--- src/rtl/cpu_pkg.sv ---
// Shared register-file types for the RV32 pipeline control blocks.
// Holds the register address width, register count and the ID-stage issue request.
package cpu_pkg;

    localparam int REG_ADDR_W = 5;
    localparam int NREG       = 32;

    typedef logic [REG_ADDR_W-1:0] reg_addr_t;

    typedef struct packed {
        reg_addr_t rs1;
        reg_addr_t rs2;
        reg_addr_t rd;
        logic      use_rs1;
        logic      use_rs2;
        logic      reg_write;
        logic      long_op;
    } issue_req_t;

endpackage

--- src/rtl/sb_popcount.sv ---
// Combinational population count of an N-bit vector.
// Sizes the pending-register count from the scoreboard bitmap.
module sb_popcount #(
    parameter int N = 32,
    parameter int W = 6
) (
    input  logic [N-1:0] vec,
    output logic [W-1:0] cnt
);

    // NOTE: the default before the loop keeps every path assigned, so no latch is inferred.
    always_comb begin
        cnt = '0;
        for (int i = 0; i < N; i++) begin
            cnt = cnt + W'(vec[i]);
        end
    end

endmodule

--- src/rtl/reg_scoreboard.sv ---
// ID-stage pending-write scoreboard for long-latency producers (loads, mul/div).
// Stalls issue on RAW/WAW against in-flight long ops; writeback clears are visible the same cycle.
module reg_scoreboard #(
    parameter int NREG        = 32,
    parameter int STALL_LIMIT = 64
) (
    input  logic            clk,
    input  logic            rst_n,
    input  logic            issue_valid,
    input  logic [4:0]      issue_rs1,
    input  logic [4:0]      issue_rs2,
    input  logic            issue_use_rs1,
    input  logic            issue_use_rs2,
    input  logic [4:0]      issue_rd,
    input  logic            issue_reg_write,
    input  logic            issue_long,
    input  logic            flush,
    input  logic            wb_valid,
    input  logic [4:0]      wb_rd,
    output logic            issue_stall,
    output logic [NREG-1:0] busy_vec,
    output logic [5:0]      pending_cnt,
    output logic            stall_timeout,
    output logic            spurious_wb
);

    import cpu_pkg::*;

    localparam logic [6:0] LIMIT = 7'(STALL_LIMIT);

    issue_req_t      req;
    logic [NREG-1:0] wb_mask;
    logic [NREG-1:0] eff_busy;
    logic [NREG-1:0] set_mask;
    logic [NREG-1:0] busy_next;
    logic [5:0]      cnt_next;
    logic [6:0]      stall_cnt;
    logic [6:0]      stall_cnt_next;
    logic            hazard;
    logic            fire;
    logic            wb_spurious;

    assign req = '{
        rs1:       issue_rs1,
        rs2:       issue_rs2,
        rd:        issue_rd,
        use_rs1:   issue_use_rs1,
        use_rs2:   issue_use_rs2,
        reg_write: issue_reg_write,
        long_op:   issue_long
    };

    always_comb begin
        wb_mask = '0;
        if (wb_valid && wb_rd != '0) begin
            wb_mask[wb_rd] = 1'b1;
        end

        // Write-through register file: a retiring producer no longer blocks its consumers.
        eff_busy = busy_vec & ~wb_mask;

        hazard = issue_valid && !flush &&
                 ((req.use_rs1   && req.rs1 != '0 && eff_busy[req.rs1]) ||
                  (req.use_rs2   && req.rs2 != '0 && eff_busy[req.rs2]) ||
                  (req.reg_write && req.rd  != '0 && eff_busy[req.rd]));
        fire   = issue_valid && !flush && !hazard;

        set_mask = '0;
        if (fire && req.reg_write && req.long_op && req.rd != '0) begin
            set_mask[req.rd] = 1'b1;
        end

        // Set is OR-ed after the clear so a new producer of the same register stays pending.
        busy_next    = eff_busy | set_mask;
        busy_next[0] = 1'b0;

        wb_spurious = wb_valid && wb_rd != '0 && !busy_vec[wb_rd];

        if (!hazard) begin
            stall_cnt_next = '0;
        end else if (stall_cnt >= LIMIT) begin
            stall_cnt_next = LIMIT;
        end else begin
            stall_cnt_next = stall_cnt + 7'd1;
        end
    end

    assign issue_stall = hazard;

    sb_popcount #(
        .N (NREG),
        .W (6)
    ) u_popcount (
        .vec (busy_next),
        .cnt (cnt_next)
    );

    // NOTE: sequential state uses non-blocking assignments so every flop samples pre-edge values.
    always_ff @(posedge clk) begin
        if (!rst_n) begin
            busy_vec      <= '0;
            pending_cnt   <= '0;
            stall_cnt     <= '0;
            stall_timeout <= 1'b0;
            spurious_wb   <= 1'b0;
        end else begin
            busy_vec      <= busy_next;
            pending_cnt   <= cnt_next;
            stall_cnt     <= stall_cnt_next;
            stall_timeout <= stall_timeout | (stall_cnt_next == LIMIT);
            spurious_wb   <= spurious_wb | wb_spurious;
        end
    end

endmodule

--- config.mk ---
export PLATFORM = sky130hd
export DESIGN_NAME = reg_scoreboard
export DESIGN_NICKNAME = d
export VERILOG_FILES = /design/src/rtl/cpu_pkg.sv /design/src/rtl/sb_popcount.sv /design/src/rtl/reg_scoreboard.sv
export SDC_FILE = /design/constraint.sdc
export NUM_CORES = 1
export LEC_CHECK = 0
export CAP_MARGIN = 5
export CORE_MARGIN = 5
export CORE_UTILIZATION = 50
export CTS_BUF_LIST = sky130_fd_sc_hd__clkbuf_4
export CTS_CLUSTER_DIAMETER = 80
export CTS_CLUSTER_SIZE = 12
export DETAILED_ROUTE_END_ITERATION = 10
export PLACE_DENSITY = 0.75
export SLEW_MARGIN = 20
export SYNTH_ARGS = -nofsm -noshare
export SYNTH_HDL_FRONTEND = slang
export SYNTH_SLANG_ARGS = --single-unit
--- constraint.sdc ---
create_clock -name clk -period 23.9 [get_ports clk]
set_input_delay 4.78 -clock clk [delete_from_list [all_inputs] [get_ports clk]]
set_output_delay 4.78 -clock clk [all_outputs]
set_load 0.02 [all_outputs]
==> run metrics <==
Tot Pwr=0.000164 W; status=complete, no violations; startpoint types=input port; worst reg-to-reg setup slack=16.05 ns; Hold Vio Cnt, Final=0; worst relative slew slack=0.369; Final #Nets=613; met1 WL=5900 um; Synth Cell Area=4310 um2; setup TNS=0 ns; Net Count, Synth=573; 1st-pass router iterations=5; RSZ-0062 raised after global routing=no; maximum VDD drop=0.0184 mV; Area Growth Syn to Fin=17.7%; die area=10,600 um2; DRC viols=0; Setup crit end kind=primary output; Post-synth EDFFs=0; largest net degree at the start of global routing=43; PD cells=32.4 nW/um2; Avg Synthesized Cell Area=8.46 um2; Std-Cell Rows=33; CTS tree=yes; Slew @ Worst Pin=0.936 ns; Final Max Slew Viols=0; H-tree lvl count=2; final WL=15,500 um; Setup Skew=0.0160 ns; crit path kind=in -> out; Vias/cell=7.04; HP Class=reg -> reg; Warnings, synthesis=0; layout cells sized above 1=0.0635; final core occ=0.612; number of gates resized after CTS=0; initial antenna violation count=0; die height=103 um; Die Wd=103 um; Post-Layout Inst Area=5080 um2; vias in the first global route=4,458; Post-synth top flop=dfxtp_1; DR WL/cell=23.6 um; Longest Clk Path Bufs=2; initial core utilization=0.520; First DRT Iteration DRCs=493; CTS clock-pin slew for the worst setup and hold paths=0.15 ns; register area share after synthesis=0.213; fin crit share=0.581; crit path DAT=9.10 ns; Met3 Wirelength=2000 um; Min Clock Period, post-route=13.88 ns; CTS Hold Bufs=0; LEAKAGE=1.81 nW; Yosys top cell area share=0.213; Yosys top cell by area=dfxtp_1; PortBufs=68; first-pass GRT wire length=24,400 um; vias=4,617; final setup fails=0; highest metal used=met4; Placed Area=4990 um2; worst-skew pair later-pin latency=0.38 ns; Final GP Congestion=1.00; f_max=0.0720 GHz; n_diodes=0; Max Fanout on Critical Path=18; cell count after synthesis=510; most frequent cells in the layout=clkdlybuf4s50_1 (68), dfxtp_1 (46), o21ai_0 (45), inv_1 (44), nand2_1 (26); total core area=8300 um2; DR WL met2=6800 um; Root Buffer=clkbuf_4; Yosys cell types=67; HPWL Detailed=11,600 um; CP required=19.12 ns; WHS=0.519 ns; GRT overflow=0; top post-synthesis cells by area=dfxtp_1 (21%), fa_1 (11%), mux4_2 (5.7%); register bit total from synthesis=46; Setup Buffers After CTS=0; most common cell after layout, fill and taps aside=clkdlybuf4s50_1; clk sink count=46; CTS Buf Count=5; Ports=70; Async S/R FF share, synth=0; max cap viols=0; gr usage total=0.298; Antenna Nets Post-Route=0
## worst paths after layout
path,start,end,depth (start not counted)
max,wb_rd[2],issue_stall,10
min,spurious_wb,spurious_wb,2
max reg2reg,busy_vec[28],pending_cnt[4],26
min reg2reg,spurious_wb,spurious_wb,2
## cells by family (layout without fill, tap and decap cells)
family | Yosys count | in the layout | share of synthesized area
flops | 46 | 46 | 0.213
xor+xnor | 10 | 10 | 0.0203
other cells | 1 | 1 | 0.000869
compound gates | 167 | 167 | 0.266
fa+ha+maj | 34 | 34 | 0.139
mux | 28 | 28 | 0.0974
buf+inv | 85 | 126 | 0.0780
simple gates | 139 | 139 | 0.185
## power by group
group	leakage, nW	switching (W)	total (W)	internal [W]
Clock	0.0462	0.0000306	0.0000534	0.0000229
Sequential	0.371	0.000000304	0.0000774	0.0000771
Combinational	1.39	0.0000216	0.0000336	0.0000121
Total	1.81	0.0000525	0.000164	0.000112
## worst max-delay path, stage by stage
cell             delay, ns
clkdlybuf4s50_1       0.86
nand4bb_1             0.41
o21ai_0               0.86
mux2i_1               0.17
a221oi_1              0.32
a211oi_1              0.16
o21bai_1              0.26
o31ai_2               0.61
inv_1                 0.09
clkdlybuf4s50_1       0.56
## state kept, by name, summed over array words and instances (netlist names)
| signal | count |
|---|---|
| busy_vec | 31 |
| pending_cnt | 6 |
| spurious_wb | 1 |
| stall_cnt | 7 |
| stall_timeout | 1 |
## layout make-up
cell class / count / area (um2)
flip-flops and latches: 46 / 921
fillers: 787 / 3220
repair buffers: 72 / 711
clock buffers: 5 / 37.5
well taps: 105 / 131
multi-input cells: 379 / 3060
inverters: 46 / 173
clock inverters: 3 / 47.5
## cell usage after synthesis, types with 4 or more instances
| library cell | n |
|---|---|
| mux2i_1 | 15 |
| ha_1 | 11 |
| dfxtp_1 | 46 |
| nor3b_1 | 4 |
| nand2b_1 | 10 |
| nor2b_1 | 6 |
| nand3_1 | 13 |
| a211oi_1 | 5 |
| nand4_1 | 5 |
| o2111ai_1 | 9 |
| o31a_1 | 4 |
| o211ai_1 | 14 |
| o22ai_1 | 22 |
| o21ai_1 | 6 |
| clkbuf_1 | 25 |
| or2_2 | 5 |
| inv_1 | 44 |
| xor2_1 | 8 |
| fa_1 | 23 |
| o21a_1 | 8 |
| nand2_1 | 26 |
| o31ai_1 | 7 |
| a21oi_1 | 7 |
| nor2_1 | 16 |
| o32ai_1 | 12 |
| o21ai_0 | 45 |
| mux4_2 | 11 |
| buf_2 | 11 |
| nor3_1 | 12 |
| nor4_1 | 14 |
## metrics by stage
step                cells  setup WS, ns
floorplan             510         12.09
global placement      648         10.19
detailed placement    648         10.12
CTS                   656         10.09
global route          656          9.74
finish                656         10.02
## metal layers
metal / up-vias / GRT usage
li1: 2006 / -
met1: 2146 / 0.406
met3: 78 / 0.0507
met4: 0 / 0.128
met2: 387 / 0.465
met5: - / 0
No activity file was read; power rests on OpenSTA's default activity.
